<file path="src/rtl/symmetric_fir_pkg.sv">
// Shared defaults and derived widths for the symmetric FIR filter.
// Stage widths grow one guard bit per arithmetic step so nothing ever truncates.
package symmetric_fir_pkg;

  localparam int COEFF_NUM   = 6;
  localparam int COEFF_WIDTH = 8;
  localparam int DATA_DELAY  = 12;
  localparam int DATA_WIDTH  = 12;

  localparam int STAGE1_WIDTH = DATA_WIDTH + 1;
  localparam int STAGE2_WIDTH = STAGE1_WIDTH + COEFF_WIDTH + 1;
  localparam int STAGE3_WIDTH = STAGE2_WIDTH + 1;
  localparam int OUTPUT_WIDTH = STAGE3_WIDTH + 2;

  // Every delay-line slot must have exactly one mirror partner.
  function automatic bit delay_matches(input int coeff_num, input int data_delay);
    return data_delay == 2 * coeff_num;
  endfunction

  // Bits needed to sum n_terms values without overflow.
  function automatic int sum_growth(input int n_terms);
    int bits;
    bits = 0;
    while ((1 << bits) < n_terms) bits++;
    return bits;
  endfunction

  localparam bit DEFAULT_DELAY_OK = delay_matches(COEFF_NUM, DATA_DELAY);

endpackage

</file>
<file path="src/rtl/symmetric_fir_filter_if.sv">
// Sample/coefficient bus between a stimulus or control master and the FIR filter.
interface symmetric_fir_filter_if #(
  parameter int DATA_WIDTH   = symmetric_fir_pkg::DATA_WIDTH,
  parameter int COEFF_WIDTH  = symmetric_fir_pkg::COEFF_WIDTH,
  parameter int OUTPUT_WIDTH = symmetric_fir_pkg::OUTPUT_WIDTH
);

  logic                           load;
  logic signed [COEFF_WIDTH-1:0]  coeff_value;
  logic signed [DATA_WIDTH-1:0]   noisy_signal;
  logic signed [OUTPUT_WIDTH-1:0] filtered_signal;

  modport master (
    output load,
    output coeff_value,
    output noisy_signal,
    input  filtered_signal
  );

  modport slave (
    input  load,
    input  coeff_value,
    input  noisy_signal,
    output filtered_signal
  );

endinterface

</file>
<file path="src/rtl/symmetric_fir_tap_pair.sv">
// One symmetric tap pair: registered pre-add of mirrored samples, then registered multiply.
module symmetric_fir_tap_pair #(
  parameter int DATA_WIDTH  = symmetric_fir_pkg::DATA_WIDTH,
  parameter int COEFF_WIDTH = symmetric_fir_pkg::COEFF_WIDTH
) (
  input  logic                                        clk,
  input  logic                                        clr,
  input  logic signed [DATA_WIDTH-1:0]                sample_near,
  input  logic signed [DATA_WIDTH-1:0]                sample_far,
  input  logic signed [COEFF_WIDTH-1:0]               coeff,
  output logic signed [DATA_WIDTH+COEFF_WIDTH+1:0]    product
);

  import symmetric_fir_pkg::*;

  localparam int PRE_W  = DATA_WIDTH + 1;
  localparam int PROD_W = PRE_W + COEFF_WIDTH + 1;

  logic signed [PRE_W-1:0] pre_sum;

  always_ff @(posedge clk) begin
    if (!clr) begin
      pre_sum <= '0;
      product <= '0;
    end else begin
      pre_sum <= PRE_W'(sample_near) + PRE_W'(sample_far);
      // Coefficient is sampled live, so a reload reaches this multiply on the next edge.
      product <= PROD_W'(pre_sum) * PROD_W'(coeff);
    end
  end

endmodule

</file>
<file path="src/rtl/symmetric_fir_filter.sv">
// Linear-phase FIR: serial coefficient bank, delay line, COEFF_NUM tap pairs and a
// two-level registered adder tree (pairwise sums, then final sum into the output).
module symmetric_fir_filter #(
  parameter int COEFF_NUM    = symmetric_fir_pkg::COEFF_NUM,
  parameter int COEFF_WIDTH  = symmetric_fir_pkg::COEFF_WIDTH,
  parameter int DATA_DELAY   = symmetric_fir_pkg::DATA_DELAY,
  parameter int DATA_WIDTH   = symmetric_fir_pkg::DATA_WIDTH,
  parameter int OUTPUT_WIDTH = symmetric_fir_pkg::OUTPUT_WIDTH
) (
  input  logic                  clk,
  input  logic                  clr,
  symmetric_fir_filter_if.slave bus
);

  import symmetric_fir_pkg::*;

  localparam int PROD_W   = DATA_WIDTH + COEFF_WIDTH + 2;
  localparam int PAIR_W   = PROD_W + 1;
  localparam int NUM_SUMS = (COEFF_NUM + 1) / 2;

  if (!delay_matches(COEFF_NUM, DATA_DELAY)) begin : g_bad_delay
    $error("symmetric_fir_filter: DATA_DELAY must equal 2*COEFF_NUM");
  end

  if (OUTPUT_WIDTH < PAIR_W + sum_growth(NUM_SUMS)) begin : g_bad_width
    $error("symmetric_fir_filter: OUTPUT_WIDTH too narrow for full precision");
  end

  logic signed [COEFF_WIDTH-1:0]  coeff    [COEFF_NUM];
  logic signed [DATA_WIDTH-1:0]   x        [DATA_DELAY];
  logic signed [PROD_W-1:0]       prod     [COEFF_NUM];
  logic signed [PAIR_W-1:0]       pair_sum [NUM_SUMS];
  logic signed [OUTPUT_WIDTH-1:0] tree_sum;
  logic signed [OUTPUT_WIDTH-1:0] filtered_q;

  // New values enter at the centre taps and walk outward toward coeff[0].
  always_ff @(posedge clk) begin
    if (!clr) begin
      for (int k = 0; k < COEFF_NUM; k++) coeff[k] <= '0;
    end else if (bus.load) begin
      for (int k = 0; k < COEFF_NUM - 1; k++) coeff[k] <= coeff[k+1];
      coeff[COEFF_NUM-1] <= bus.coeff_value;
    end
  end

  always_ff @(posedge clk) begin
    if (!clr) begin
      for (int k = 0; k < DATA_DELAY; k++) x[k] <= '0;
    end else begin
      x[0] <= bus.noisy_signal;
      for (int k = 1; k < DATA_DELAY; k++) x[k] <= x[k-1];
    end
  end

  for (genvar k = 0; k < COEFF_NUM; k++) begin : g_pair
    symmetric_fir_tap_pair #(
      .DATA_WIDTH  (DATA_WIDTH),
      .COEFF_WIDTH (COEFF_WIDTH)
    ) u_pair (
      .clk         (clk),
      .clr         (clr),
      .sample_near (x[k]),
      .sample_far  (x[DATA_DELAY-1-k]),
      .coeff       (coeff[k]),
      .product     (prod[k])
    );
  end

  // An odd tap-pair count leaves the last product to pass through widened.
  for (genvar j = 0; j < NUM_SUMS; j++) begin : g_sum
    if (2 * j + 1 < COEFF_NUM) begin : g_two
      always_ff @(posedge clk) begin
        if (!clr) pair_sum[j] <= '0;
        else      pair_sum[j] <= PAIR_W'(prod[2*j]) + PAIR_W'(prod[2*j+1]);
      end
    end else begin : g_one
      always_ff @(posedge clk) begin
        if (!clr) pair_sum[j] <= '0;
        else      pair_sum[j] <= PAIR_W'(prod[2*j]);
      end
    end
  end

  always_comb begin
    tree_sum = '0;
    for (int j = 0; j < NUM_SUMS; j++) begin
      tree_sum = tree_sum + OUTPUT_WIDTH'(pair_sum[j]);
    end
  end

  always_ff @(posedge clk) begin
    if (!clr) filtered_q <= '0;
    else      filtered_q <= tree_sum;
  end

  assign bus.filtered_signal = filtered_q;

endmodule

</file>
<file path="src/flat_wrapper.sv">
// flat-port wrapper written by rule: the top's interface ports become plain ports
module symmetric_fir_filter_flat import symmetric_fir_pkg::*;
#(
  parameter int COEFF_NUM    = symmetric_fir_pkg::COEFF_NUM,
  parameter int COEFF_WIDTH  = symmetric_fir_pkg::COEFF_WIDTH,
  parameter int DATA_DELAY   = symmetric_fir_pkg::DATA_DELAY,
  parameter int DATA_WIDTH   = symmetric_fir_pkg::DATA_WIDTH,
  parameter int OUTPUT_WIDTH = symmetric_fir_pkg::OUTPUT_WIDTH
)
  (clk, clr, bus_load, bus_coeff_value, bus_noisy_signal, bus_filtered_signal);
  symmetric_fir_filter_if #(.DATA_WIDTH(DATA_WIDTH), .COEFF_WIDTH(COEFF_WIDTH), .OUTPUT_WIDTH(OUTPUT_WIDTH)) bus_i ();
  input  logic clk;
  input  logic clr;
  input wire logic [$bits(bus_i.load)-1:0] bus_load;
  input wire logic [$bits(bus_i.coeff_value)-1:0] bus_coeff_value;
  input wire logic [$bits(bus_i.noisy_signal)-1:0] bus_noisy_signal;
  output wire logic [$bits(bus_i.filtered_signal)-1:0] bus_filtered_signal;
  assign bus_i.load = bus_load;
  assign bus_i.coeff_value = bus_coeff_value;
  assign bus_i.noisy_signal = bus_noisy_signal;
  assign bus_filtered_signal = bus_i.filtered_signal;
  symmetric_fir_filter #(.COEFF_NUM(COEFF_NUM), .COEFF_WIDTH(COEFF_WIDTH), .DATA_DELAY(DATA_DELAY), .DATA_WIDTH(DATA_WIDTH), .OUTPUT_WIDTH(OUTPUT_WIDTH)) u_core (.clk(clk), .clr(clr), .bus(bus_i));
endmodule
</file>
<file path="config.mk">
export PLATFORM = sky130hd
export DESIGN_NAME = symmetric_fir_filter_flat
export DESIGN_NICKNAME = d
export VERILOG_FILES = /design/src/rtl/symmetric_fir_pkg.sv /design/src/rtl/symmetric_fir_filter_if.sv /design/src/rtl/symmetric_fir_tap_pair.sv /design/src/rtl/symmetric_fir_filter.sv /design/src/flat_wrapper.sv
export SDC_FILE = /design/constraint.sdc
export NUM_CORES = 2
export LEC_CHECK = 0
export CELL_PAD_IN_SITES_DETAIL_PLACEMENT = 1
export CELL_PAD_IN_SITES_GLOBAL_PLACEMENT = 2
export CORE_MARGIN = 4
export CORE_UTILIZATION = 45
export DETAILED_ROUTE_END_ITERATION = 6
export PLACE_DENSITY = 0.89
export SLEW_MARGIN = 30
export SYNTH_ARGS = -nofsm -noshare
export SYNTH_HDL_FRONTEND = slang
export SYNTH_HIERARCHICAL = 1
export SYNTH_SLANG_ARGS = --single-unit
</file>
<file path="constraint.sdc">
create_clock -name clk -period 12.7 [get_ports clk]
set_clock_uncertainty 0.05 [all_clocks]
set_input_delay 3.175 -clock clk [delete_from_list [all_inputs] [get_ports clk]]
set_output_delay 3.175 -clock clk [all_outputs]
set_load 0.01 [all_outputs]
</file>
# Word level (Yosys, flattened, before mapping)
# Memories as Yosys holds them, arrays and structs flattened.
# Index checks and enable logic that the tools add are counted.
dict set report word_totals {
  register_bits 229
  word_cells 80
  input_bits 23
  n_memories 3
  mem_bits_rw 261
}
# name words word_bits rd rd_clocked_by_memory_dff write_ports line_no
set memory_table {}
lappend memory_table {u_core.x 12 12 12 0 12 symmetric_fir_filter.sv:30} ;# logic signed [DATA_WIDTH-1:0] x [DATA_DELAY];
lappend memory_table {u_core.pair_sum 3 23 3 0 3 symmetric_fir_filter.sv:32} ;# logic signed [PAIR_W-1:0] pair_sum [NUM_SUMS];
lappend memory_table {u_core.coeff 6 8 6 0 6 symmetric_fir_filter.sv:29} ;# logic signed [COEFF_WIDTH-1:0] coeff [COEFF_NUM];
dict set report classes {
  n_mux 26
  n_bitwise 21
  n_addsub 11
  multipliers 6
}
# op n
set op_table {}
lappend op_table {{2-to-1 mux 12 bit} 12}
lappend op_table {{multiplier 13 x 8 -> 21 bit} 6}
lappend op_table {{adder 12 x 12 -> 13 bit} 6}
lappend op_table {{2-to-1 mux 23 bit} 3}
lappend op_table {{adder 21 x 21 -> 22 bit} 3}
lappend op_table {{2-to-1 mux 8 bit} 6}
lappend op_table {{adder 24 x 23 -> 25 bit} 1}
lappend op_table {{adder 23 x 23 -> 24 bit} 1}
lappend op_table {{OR 1 bit} 21}
lappend op_table {{2-to-1 mux 1 bit} 5}

# Depth between registers and ports, before layout
dict set report depth {
  depth_word 4
  mapped_depth 18
}

# Modules after synthesis
# Netlist, hierarchy kept.
# mod area_per_inst_um2 cells_per_inst n_inst seq_area_each_um2
set by_module_without_submodules {}
lappend by_module_without_submodules {symmetric_fir_filter 13062.5 1277 1 6206.0}
lappend by_module_without_submodules {{symmetric_fir_tap_pair at u_core.g_pair[4].u_pair ...} 5121.2 575 2 680.7}
lappend by_module_without_submodules {{symmetric_fir_tap_pair at u_core.g_pair[3].u_pair} 5323.9 601 1 680.7}
lappend by_module_without_submodules {{symmetric_fir_tap_pair at u_core.g_pair[1].u_pair} 5225.0 579 1 680.7}
lappend by_module_without_submodules {{symmetric_fir_tap_pair at u_core.g_pair[0].u_pair} 5201.2 595 1 680.7}
lappend by_module_without_submodules {{symmetric_fir_tap_pair at u_core.g_pair[2].u_pair} 5154.9 569 1 680.7}

# Worst setup path before layout
# Ideal clock, no wire load.
dict set report synth_timing {
  path_kind {input to register}
  start {input port clr}
  end {memory u_core.coeff[0][0], enable pin}
  setup_ns 0.589
  path_buffers 2
  t_arrival_ns 4.517
  path_stages 3
  slack_ns 7.545
  required_time_ns 12.061
  path_cell_list {clkbuf_1 -> clkbuf_1 -> nand2b_1}
}
# item line_no
set synth_lines {}
lappend synth_lines {{from (decl)} flat_wrapper.sv:13} ;# input logic clr;
lappend synth_lines {{to (decl)} symmetric_fir_filter.sv:29}

==> report_table.html <==
<table>
<tr><th>Metric</th><th>Value</th></tr>
<tr><th colspan="2">Floorplanning</th></tr>
<tr><td>Initial core utilization</td><td>between 40% and 50%</td></tr>
<tr><td>Height of the die</td><td>321 µm</td></tr>
<tr><td>FP Rows</td><td>~110</td></tr>
<tr><td>I/O pin cnt</td><td>48</td></tr>
<tr><td>Overall die width</td><td>roughly 320 µm</td></tr>
<tr><td>Std-Cell Core Area</td><td>97100 µm²</td></tr>
<tr><td>Die Outline Area</td><td>approximately 100000 µm²</td></tr>
<tr><th colspan="2">Global route</th></tr>
<tr><td>Gr ovfl total</td><td>0</td></tr>
<tr><td>Largest net degree at the start of global routing</td><td>a little over 90</td></tr>
<tr><td>Number of antenna violations at the first check in global routing</td><td>1</td></tr>
<tr><td>Number of global-route vias before repair</td><td>between 30000 and 40000</td></tr>
<tr><td>First-pass GRT wire length</td><td>between 150 and 200 mm</td></tr>
<tr><td>Aggregate global-route resource usage</td><td>23.1%</td></tr>
<tr><th colspan="2">Worst setup path</th></tr>
<tr><td>Data required, critical path</td><td>13.21 ns</td></tr>
<tr><td>Biggest fanout along the worst timing path</td><td>90</td></tr>
<tr><td>Launching element type of the critical path</td><td>primary input</td></tr>
<tr><td>Data arrival time of the worst path</td><td>~6.7 ns</td></tr>
<tr><td>Critical path endpoint category</td><td>flip-flop</td></tr>
<tr><td>Start-to-end type of the worst setup path</td><td>primary input to flip-flop</td></tr>
<tr><th colspan="2">Clock tree</th></tr>
<tr><td>Library cell used as clock root buffer</td><td>sky130_fd_sc_hd__clkbuf_16</td></tr>
<tr><td>Post-CTS Resized</td><td>0</td></tr>
<tr><td>Hold-fix buffers, CTS</td><td>0</td></tr>
<tr><td>Cts bufs inserted</td><td>just under 60</td></tr>
<tr><td>Clock Path Buffers</td><td>3</td></tr>
<tr><td>Clock latency on the worst-skew pair</td><td>~0.65 ns</td></tr>
<tr><td>Number of clock sinks</td><td>between 400 and 500</td></tr>
<tr><td>Buffers inserted during post-CTS setup optimization</td><td>0</td></tr>
<tr><td>Clock transition at the register clock pins on the worst setup and hold paths after CTS</td><td>~0.06 ns</td></tr>
<tr><td>H-tree depth</td><td>2</td></tr>
<tr><td>Clock tree from TritonCTS</td><td>yes</td></tr>
<tr><th colspan="2">Synthesis</th></tr>
<tr><td>Sequential area share after synthesis</td><td>23.3%</td></tr>
<tr><td>Number of synthesized flops with an enable pin</td><td>48</td></tr>
<tr><td>Flip-flop cell with the highest count after synthesis</td><td>sky130_fd_sc_hd__dfxtp_1</td></tr>
<tr><td>Fraction of synthesized cell area taken by the top area cell type</td><td>24.6%</td></tr>
<tr><td>Library cell with the highest instance count after synthesis</td><td>sky130_fd_sc_hd__inv_1</td></tr>
<tr><td>Distinct cells, synth</td><td>94</td></tr>
<tr><td>Synthesized area per cell</td><td>~9.3 µm²</td></tr>
<tr><td>Library cell with the largest summed area after synthesis</td><td>sky130_fd_sc_hd__fa_1</td></tr>
<tr><td>Number of register bits inferred by synthesis</td><td>490</td></tr>
<tr><td>Total standard cell area after synthesis</td><td>between 40000 and 50000 µm²</td></tr>
<tr><td>Post-Syn Nets</td><td>between 5000 and 6000</td></tr>
<tr><td>Cell types occupying the most area after synthesis</td><td>sky130_fd_sc_hd__fa_1, sky130_fd_sc_hd__dfxtp_1, sky130_fd_sc_hd__ha_1</td></tr>
<tr><td>Yosys warnings</td><td>6</td></tr>
<tr><td>Cell types with the highest counts after synthesis</td><td>sky130_fd_sc_hd__inv_1, sky130_fd_sc_hd__and2_1, sky130_fd_sc_hd__fa_1</td></tr>
<tr><td>FFs w/ async S/R, synth</td><td>0%</td></tr>
<tr><td>Syn Inst Count</td><td>~4800</td></tr>
<tr><th colspan="2">Pwr</th></tr>
<tr><td>Maximum resistive drop on vdd</td><td>119 µV</td></tr>
<tr><td>Comb power frac</td><td>20.1%</td></tr>
<tr><td>Power density of the placed cells</td><td>around 90 nW/µm²</td></tr>
<tr><td>Switching fraction of total power</td><td>between 30% and 40%</td></tr>
<tr><td>Clock Power Share</td><td>roughly two fifths</td></tr>
<tr><td>Static leakage power</td><td>~23 nW</td></tr>
<tr><td>Sum of internal, switching and leakage power</td><td>between 4 and 5 mW</td></tr>
<tr><td>Net Switching</td><td>approximately 1.4 mW</td></tr>
<tr><td>Cell-internal power</td><td>about 3.0 mW</td></tr>
<tr><td>Share of power burned in registers</td><td>between 40% and 50%</td></tr>
<tr><th colspan="2">Flow run</th></tr>
<tr><td>Number of maximum-capacitance constraint violations</td><td>0</td></tr>
<tr><th colspan="2">Detailed routing</th></tr>
<tr><td>Total via count after detailed routing</td><td>about 32000</td></tr>
<tr><td>Total Routed Length</td><td>118 mm</td></tr>
<tr><td>Routed wire length per instance</td><td>~19 µm</td></tr>
<tr><td>Via-per-instance ratio</td><td>approximately 5.3</td></tr>
<tr><td>Drt first-iter violations</td><td>between 1500 and 2000</td></tr>
<tr><td>Number of nets still failing antenna checks after routing</td><td>0</td></tr>
<tr><td>Number of iterations in the first detailed-routing pass</td><td>4</td></tr>
<tr><td>Remaining design rule violation count</td><td>0</td></tr>
<tr><th colspan="2">STA</th></tr>
<tr><td>Setup violation total in the final timing report</td><td>0</td></tr>
<tr><td>Peak clock frequency supported by timing</td><td>around 160 MHz</td></tr>
<tr><td>Time the final worst path needs with I/O delays and setup</td><td>about 6.2 ns</td></tr>
<tr><td>Number of hold-slack violations in the final timing report</td><td>0</td></tr>
<tr><td>Remaining max-slew budget at the tightest pin</td><td>~36%</td></tr>
<tr><td>Post-route worst setup slack</td><td>between 6 and 7 ns</td></tr>
<tr><td>Tightest Pin Transition</td><td>between 0.9 and 1 ns</td></tr>
<tr><td>Final worst hold slack</td><td>0.417 ns</td></tr>
<tr><td>Unrepaired setup endpoints after global routing</td><td>false</td></tr>
<tr><td>Fin. max-slew vios</td><td>0</td></tr>
<tr><td>Tcrit/Tclk final</td><td>48.9%</td></tr>
<tr><td>Setup total negative slack</td><td>0 ns</td></tr>
<tr><th colspan="2">Final layout</th></tr>
<tr><td>Layout cell share with drive strength beyond 1</td><td>3.56%</td></tr>
<tr><td>Layout overhead on the synthesized area</td><td>8.19%</td></tr>
<tr><td>Nets</td><td>about 5700</td></tr>
<tr><td>Antenna diode count</td><td>0</td></tr>
<tr><th colspan="2">Place</th></tr>
<tr><td>Final estimated routing congestion in global placement</td><td>~0.82</td></tr>
<tr><td>Pre-CTS setup slack</td><td>5.85 ns</td></tr>
<tr><td>Port buffer count</td><td>47</td></tr>
<tr><td>Detailed-placement wirelength estimate</td><td>~95 mm</td></tr>
<tr><th colspan="2">Worst hold path</th></tr>
<tr><td>Worst hold-check path type</td><td>flip-flop to flip-flop</td></tr>
<tr><th colspan="2">Outcome</th></tr>
<tr><td>Outcome</td><td>finished clean</td></tr>
</table>
-- cells in the final DEF (no fill, tap or decap), types with 92 or more instances in the layout --
master,n
sky130_fd_sc_hd__nor2_1,289
sky130_fd_sc_hd__a21o_1,92
sky130_fd_sc_hd__dfxtp_1,442
sky130_fd_sc_hd__fa_1,543
sky130_fd_sc_hd__ha_1,395
sky130_fd_sc_hd__a21oi_1,176
sky130_fd_sc_hd__nand2_1,314
sky130_fd_sc_hd__and2_1,559
sky130_fd_sc_hd__xnor2_1,103
sky130_fd_sc_hd__o21ai_0,97
sky130_fd_sc_hd__inv_1,762
-- worst paths after layout --
check                                   startpoint                                        endpoint  slack [ns]  cells after the start
hold reg to reg         u_core/x[0][65]$_SDFF_PN0_                      u_core/x[0][77]$_SDFF_PN0_        0.42                      1
setup reg to reg  u_core/coeff[0][7]$_SDFFCE_PN0P_  u_core/g_pair[0].u_pair/product[18]$_SDFF_PN0_        7.39                     15
setup / recovery                               clr  u_core/g_pair[3].u_pair/product[19]$_SDFF_PN0_        6.49                      7
hold / removal          u_core/x[0][65]$_SDFF_PN0_                      u_core/x[0][77]$_SDFF_PN0_        0.42                      1
-- cells by family (layout without fill, tap and decap cells) --
group	Yosys count	after routing	synth area share, %
and+or+nand+nor	1585	1585	18.9
muxes	37	37	0.841
adders and majority gates	938	938	35.8
DFF	490	490	23.3
AOI/OAI and AO/OA	656	656	10.2
xor gates and xnor gates	170	170	3.37
buffers and inverters	895	929	7.68
-- metal layers --
layer	vias to the layer above	wire [µm]	part of all wire [%]	global-route usage [%]
li1	15248	-	-	-
met1	16494	53600	46	30.7
met2	315	58400	50	40.5
met3	122	2690	2.3	1.86
met4	0	3000	2.5	6.35
met5	-	0	0	0
-- registers in the layout, indices dropped and copies added, names as in the netlist --
signal                        flops
u_core/g_pair.u_pair/pre_sum     78
u_core/bus.filtered_signal       25
u_core/pair_sum                  69
u_core/g_pair.u_pair/product    126
u_core/x                        144
u_core/coeff                     48
-- through the flow --
stage               cells  instance area, µm²  util [%]
floorplan            4771               44200         -
global placement     5972               45800      47.2
detailed placement   5972               45800      47.2
CTS                  6081               47800      49.2
global route         6081               47800      49.2
finish               6081               47800      49.2
-- critical path, cell delays in order --
cell and delay, ns:
sky130_fd_sc_hd__buf_8 0.28, sky130_fd_sc_hd__buf_4 0.66, sky130_fd_sc_hd__buf_4 0.73, sky130_fd_sc_hd__inv_1 0.64, sky130_fd_sc_hd__or4_1 0.66, sky130_fd_sc_hd__a2bb2oi_1 0.14, sky130_fd_sc_hd__o31ai_1 0.11
-- area by class of cell --
cell class | instances | area (µm²)
inverters | 766 | 2880
flip-flops and latches | 490 | 10300
fillers | 11102 | 49300
clock inverters | 39 | 462
multi-input cells | 3386 | 30500
repair buffers | 54 | 523
well taps | 1276 | 1600
clock buffers | 70 | 1560
-- power groups by stage --
stage	logic (mW)	clock network, mW	registers (mW)
finish	0.889	1.76	1.78
global route	1.00	1.87	1.79
global placement	0.867	0	1.81
floorplan	0.643	0	1.74
CTS	0.900	1.81	1.78
detailed placement	0.893	0	1.81
Power figures use the tool's default switching activity.
